File: src/rtl/xz_fault_monitor.sv
// rtl/xz_fault_monitor.sv - X/Z fault monitor with consecutive-unknown FSM and known-sample forwarding
module xz_fault_monitor #(
    parameter int FAULT_THRESH = 4
) (
    input  logic       clk,
    input  logic       rst,
    input  logic       sample_valid,
    input  logic       all_known,
    input  logic       has_unknown,
    input  logic [7:0] bus_if_known,
    input  logic       clear_fault,
    input  logic       out_ready,
    output logic       out_valid,
    output logic [7:0] out_data,
    output logic       fault,
    output logic [3:0] run_len,
    output logic [7:0] err_count,
    output logic       overrun
);

    typedef enum logic [1:0] {
        ST_OK      = 2'd0,
        ST_SUSPECT = 2'd1,
        ST_FAULT   = 2'd2
    } state_t;

    localparam logic [3:0] THRESH = 4'(FAULT_THRESH);

    state_t     state;
    state_t     state_next;
    logic [3:0] run_next;

    // Inconsistent flag pairs are treated as unknown so a broken checker never looks healthy.
    logic sample_unknown;
    logic sample_known;
    logic fwd_cand;
    logic load;
    logic drop;

    assign sample_unknown = sample_valid & (has_unknown | ~all_known);
    assign sample_known   = sample_valid & ~(has_unknown | ~all_known);
    assign fwd_cand       = sample_known & (state != ST_FAULT);
    assign load           = fwd_cand & (~out_valid | out_ready);
    assign drop           = fwd_cand & out_valid & ~out_ready;

    assign fault = (state == ST_FAULT);

    // State and run-length register.
    always_ff @(posedge clk) begin
        if (rst) begin
            state   <= ST_OK;
            run_len <= 4'd0;
        end else begin
            state   <= state_next;
            run_len <= run_next;
        end
    end

    // Next-state and run-length: clear wins, FAULT is sticky until cleared.
    always_comb begin
        state_next = state;
        run_next   = run_len;
        if (clear_fault) begin
            state_next = ST_OK;
            run_next   = 4'd0;
        end else begin
            case (state)
                ST_OK: begin
                    if (sample_unknown) begin
                        run_next   = 4'd1;
                        state_next = (THRESH == 4'd1) ? ST_FAULT : ST_SUSPECT;
                    end else if (sample_known) begin
                        run_next = 4'd0;
                    end
                end
                ST_SUSPECT: begin
                    if (sample_unknown) begin
                        run_next = 4'(run_len + 4'd1);
                        if (4'(run_len + 4'd1) == THRESH) begin
                            state_next = ST_FAULT;
                        end
                    end else if (sample_known) begin
                        run_next   = 4'd0;
                        state_next = ST_OK;
                    end
                end
                ST_FAULT: begin
                    if (sample_unknown && run_len != 4'd15) begin
                        run_next = 4'(run_len + 4'd1);
                    end
                end
                default: begin
                    state_next = ST_OK;
                    run_next   = 4'd0;
                end
            endcase
        end
    end

    // Saturating error counter and sticky overrun flag.
    always_ff @(posedge clk) begin
        if (rst) begin
            err_count <= 8'd0;
            overrun   <= 1'b0;
        end else if (clear_fault) begin
            err_count <= 8'd0;
            overrun   <= 1'b0;
        end else begin
            if (sample_unknown && err_count != 8'hFF) begin
                err_count <= err_count + 8'd1;
            end
            if (drop) begin
                overrun <= 1'b1;
            end
        end
    end

    // Output register: a new load beats a same-cycle consume.
    always_ff @(posedge clk) begin
        if (rst) begin
            out_valid <= 1'b0;
            out_data  <= 8'h00;
        end else if (load) begin
            out_valid <= 1'b1;
            out_data  <= bus_if_known;
        end else if (out_valid && out_ready) begin
            out_valid <= 1'b0;
        end
    end

endmodule
File: config.mk
export PLATFORM = sky130hd
export DESIGN_NAME = xz_fault_monitor
export DESIGN_NICKNAME = d
export VERILOG_FILES = /design/src/rtl/xz_fault_monitor.sv
export SDC_FILE = /design/constraint.sdc
export NUM_CORES = 1
export LEC_CHECK = 0
export BUFFER_PORTS_ARGS = -buffer_cell sky130_fd_sc_hd__buf_2
export CAP_MARGIN = 25
export CELL_PAD_IN_SITES_DETAIL_PLACEMENT = 1
export CELL_PAD_IN_SITES_GLOBAL_PLACEMENT = 1
export CORE_MARGIN = 1.5
export CORE_UTILIZATION = 36
export DETAILED_ROUTE_END_ITERATION = 10
export PLACE_DENSITY_LB_ADDON = 0.1
export SETUP_SLACK_MARGIN = 0.02
export SYNTH_ARGS = -nofsm -noshare
export SYNTH_HDL_FRONTEND = slang
export SYNTH_SLANG_ARGS = --single-unit
File: constraint.sdc
create_clock -name clk -period 1.9 [get_ports clk]
set_input_delay 0.38 -clock clk [delete_from_list [all_inputs] [get_ports clk]]
set_output_delay 0.38 -clock clk [all_outputs]
set_load 0.05 [all_outputs]
# After elaboration in Yosys (flattened, before gate mapping)

Cells that the tools add are included.

Register bits: 24
Input port bits: 15
Output and inout port bits: 23
Logic and storage cells: 50

$add $sub $neg: 2
Eq/ne operators: 10
Mux-type cells: 12
Bitwise logic cells: 13
Reductions and logical operators: 7

Operators by type and width:

| kind                                                   | count |
|---|---|
| 2-to-1 mux 4 bit                                       | 4 |
| one-hot mux 4 bit (3 select lines)                     | 1 |
| adder 8 x 1 -> 8 bit (second input constant)           | 1 |
| 2-to-1 mux 2 bit                                       | 4 |
| inequality test 8 bit (second input constant)          | 1 |
| AND 1 bit                                              | 6 |
| inequality test 3 bit (second input constant)          | 2 |
| one-hot mux 2 bit (3 select lines)                     | 1 |
| inverter 1 bit                                         | 5 |
| adder 4 x 1 -> 4 bit (second input constant)           | 1 |
| == test 4 x 3 -> 1 bit (second input constant)         | 1 |
| inequality test 2 bit (second input constant)          | 2 |
| inequality test 4 bit (second input constant)          | 1 |
| AND reduction 4 bit                                    | 1 |
| logical AND 1 bit                                      | 3 |
| == test 2 x 1 -> 1 bit (second input constant)         | 1 |
| == test 2 bit (second input constant)                  | 1 |
| zero test 2 bit                                        | 1 |
| 2-to-1 mux 1 bit                                       | 2 |
| inequality test 2 x 1 -> 1 bit (second input constant) | 1 |
| OR 1 bit                                               | 2 |
| nonzero test 2 bit                                     | 1 |
| OR reduction 2 bit                                     | 1 |

# Logic depth before layout (Yosys ltp)

Word-level depth: 7
Gate-level depth with buffers: 6

# Worst setup path after synthesis

No wires, ideal clock.

Kind: register -> register
From: register err_count[0]
To: register err_count[6]
Setup time: 71 ps
Data arrival time: 1646 ps
Slack: 184 ps
Cell stages (with the launch flop): 6
Period minus slack after synthesis: 1716 ps
Cell sequence: dfxtp_1 > ha_1 > and2_1 > nand4_1 > or3_1 > a21oi_1

Longest elaborated chain between the ends: 2
Elaborated cells between the ends (all ways): 3
Those cells by class: add/sub (1); eq/ne (1); reduce/logical (1)

Ends and longest elaborated chain:

| what                                                                         | line | source |
|---|---|---|
| start, declared                                                              | 17   | `output logic [7:0] err_count,` |
| start signal, assigned                                                       | 110  | `err_count <= err_count + 8'd1;` |
| parallel branches: the longest is 2 deep, another holds adder 8 x 1 -> 8 bit | -    |  |

Parallel ways; which one is timed is not known.
A chain may end at the register's enable or synchronous reset.

# Worst setup path in the final report

From: register state[1]
To: output fault

Longest elaborated chain between the ends: 1

Ends and longest elaborated chain:

| what                   | line | source |
|---|---|---|
| start, declared        | 29   | `state_t state;` |
| start signal, assigned | 54   | `state <= state_next;` |
| == test 2 bit          | 46   | `assign fault = (state == ST_FAULT);` |
| end, declared          | 15   | `output logic fault,` |

No other way between the ends.

==> out/results.tsv <==
stage	metric	value	unit
routing	TritonRoute pass-1 iters	4	
floorplanning	Cell Rows	20	
clocking	clock-pin slew on the worst setup and hold paths	0.15	ns
routing	# DRC	0	
timing	Hold Vio Cnt, Final	0	
yosys	asr flop ratio synth	0	%
floorplanning	core area	0.003078	mm2
clocking	CTS Sinks	24	
min_path	worst hold endpoint	out_data[2]	
setup_path	worst setup path category	flip-flop to output pin	
global_routing	total track usage	19.30	%
global_routing	grt total ovfl	0	
floorplanning	Ports	38	
timing	clk_skew	0.01396	ns
setup_path	Required @ worst endpoint	1.52	ns
yosys	syn nets	151	
clocking	H-tree levels	1	
cells_and_area	Syn-to-layout area delta	22.46	%
floorplanning	Die Span X	60.28	um
yosys	synth unique cells	37	
setup_path	crit start category	flip-flop	
timing	Slew Viols, Final	0	
yosys	main area contributors after synthesis	dfxtp_1 41%, mux2i_1 7.6%, nor2_1 4.4%	
clocking	CTS tree	done	
min_path	Worst Hold Path Cells	3	
floorplanning	Die Y	60.28	um
setup_path	RR Startpoint	err_count[0]	
clocking	clk_lat worst skew	0.33	ns
timing	Worst slew margin	69.65	%
timing	fin crit period	1.776	ns
clocking	Clock Tree Buf Depth	2	
setup_path	reg2reg path depth	5	
cells_and_area	fillers	389	
outcome	status	finished clean	
timing	RSZ-0062 raised after global routing	no	
global_routing	largest net degree at the start of global routing	15	
place	global placement routability congestion	0.7430	
cells_and_area	Storage cell area	483.0	um2
yosys	syn_area_per_cell	8.814	um2
clocking	Num CTS Buffers	3	
floorplanning	DIE AREA	0.003634	mm2
yosys	Syn Inst Count	134	
yosys	dominant cell by count in the synthesized netlist	dfxtp_1	
global_routing	first-pass GRT wire length	5216	um
routing	DRT antenna net count	0	
global_routing	vias in the first global route	1141	
timing	Final Cycle Share	93.45	%
timing	fmax	0.5632	GHz
clocking	root buf cell	clkbuf_4	
power_and_ir_drop	P per Cell Area	713.5	mW/mm2
routing	drt wl/cell	14.28	um
yosys	commonest cells in the netlist	24 x dfxtp_1, 14 x nor2_1, 9 x a21oi_1, 9 x mux2i_1, 9 x nand3_1	
global_routing	met2 Use GR	33.07	%
timing	final setup violation count	0	
global_routing	GR peak layer	met2	
setup_path	register-to-register setup slack	0.35	ns
setup_path	CP endpoint kind	output pin	
yosys	Synth Register Bits	24	
place	DP Worst Slack	0.3531	ns
cells_and_area	layout cells sized above 1	29.41	%
cells_and_area	area of the multi-input gates	649.4	um2
setup_path	Critical Path Fanout Max	6	
cells_and_area	Layout Nets	188	
global_routing	GR Util met1	23.92	%
routing	drt total wl	3055	um
yosys	biggest area consumer among synthesized cells	dfxtp_1	
global_routing	initial antenna violation count	0	
setup_path	FF-to-FF End	err_count[4]	
place	Final HPWL DP	2312	um
power_and_ir_drop	static leakage	0.6622	nW
yosys	synthesized area	0.001181	mm2
floorplanning	Starting Density	38.37	%
min_path	HP Start	bus_if_known[2]	
routing	Vias	1112	
yosys	Seq/Total Area, Yosys	40.68	%
timing	Worst-Margin Slew	0.4539	ns
clocking	hold-fix buffer count after cts	0	
setup_path	CP arrival	1.40	ns
run	Max Cap Violations	0	
min_path	type of the worst min-delay path	primary input to flip-flop	
global_routing	met3 Usage GRT	3.680	%
yosys	post-synth top area share	40.68	%
routing	initial DRC count	55	
place	Buffers on Ports	37	
timing	post-route setup slack	0.1244	ns
yosys	Post-synth EDFFs	0	
yosys	Ys Warns	0	
timing	setup TNS	0	ns
power_and_ir_drop	Peak supply drop	0.0002645	V
cells_and_area	Inserted Diodes	0	
routing	post-DR vias/cell	5.196	
yosys	ys flop type	dfxtp_1	
==> sequential cells by signal, indices dropped and copies added (netlist names) <==
name	count
err_count	8
out_valid	1
state	2
run_len	4
overrun	1
out_data	8
==> power by group <==
group / internal, W / leakage [nW] / switching (W) / total (W)
combinational: 0.0000407 / 0.439 / 0.0000837 / 0.000124
clock: 0.000214 / 0.0279 / 0.000171 / 0.000385
sequential: 0.000514 / 0.195 / 0.00000880 / 0.000523
==> layout by cell type (no fill, tap or decap), types with 2 or more instances in the layout <==
cell       n
nand4_1    5
nor2_1    14
nor3b_1    2
dfxtp_2    2
ha_1       2
dfxtp_1   22
o21ai_0    7
or3_1      4
inv_1      3
a21oi_1    9
nand2_1    7
clkbuf_4   4
buf_2     36
nor3_1     4
xor2_1     2
o22ai_1    2
and2_1     2
or2_2      2
a221oi_1   2
mux2i_1    9
nand3_1    9
nand2b_1   4
==> final cells by class <==
cell class                 count  share of cell area [%]
timing repair buffer          38                   13.49
tap                           44                   3.806
multi-input combinational    101                   44.90
clock inverter                 1                   2.076
clock buffer                   3                   1.557
sequential                    24                   33.39
inverter                       3                  0.7785
==> cells by family (layout without fill, tap and decap cells) <==
family                     count (synthesis)  in the layout  share of synthesized area [%]
adders and majority gates                  2              2                          2.118
buffers and inverters                      9             45                          4.343
AOI/OAI and AO/OA                         27             27                          14.83
and+or+nand+nor                           60             60                          28.18
muxes                                      9              9                          7.627
xor gates and xnor gates                   3              3                          2.225
DFF                                       24             24                          40.68
==> repair_timing <==
| action | 4_1_cts | 5_1_grt |
|---|---|---|
| gates resized for setup | 0 | 3 |
| setup buffers | 0 | 0 |
| setup endpoints to repair | 0 | 1 |
==> metal layers <==
metal	part of all wire [%]	vias to the layer above
met2	49	30
met3	4.1	5
li1	-	551
met1	45	526
met5	0	-
met4	1.3	0
==> critical path: stages (launching register included) <==
cell and delay [ns]:
dfxtp_2 0.40, or2b_4 0.31, inv_1 0.11, clkbuf_4 0.24
==> stage by stage <==
| step | cells | instance area, um2 | utilization [%] | total power, W | hold slack (ns) |
|---|---|---|---|---|---|
| after detailed placement | 210 | 1389 | 45.12 | 0.0006582 | 0.4532 |
| after floorplan | 134 | 1181 | - | 0.0006220 | 0.5239 |
| after global placement | 210 | 1389 | 45.12 | 0.0006539 | 0.4564 |
| after global routing | 214 | 1446 | 46.99 | 0.001071 | 0.2690 |
| after CTS | 214 | 1441 | 46.83 | 0.001039 | 0.2636 |
| final | 214 | 1446 | 46.99 | 0.001032 | 0.2587 |
==> how the worst max path moves through the flow <==
stage | from | to | slack, ns | cells past startpoint
3_5_place_dp | has_unknown | out_data[1] | 0.35 | 5
3_3_place_gp | has_unknown | out_data[4] | 0.42 | 5
4_1_cts | state[1] | fault | 0.04 | 3
5_1_grt | state[1] | fault | 0.06 | 3
2_1_floorplan | err_count[0] | err_count[6] | 0.18 | 5
6_report | state[1] | fault | 0.12 | 3
(Power assumes the default switching activity.)
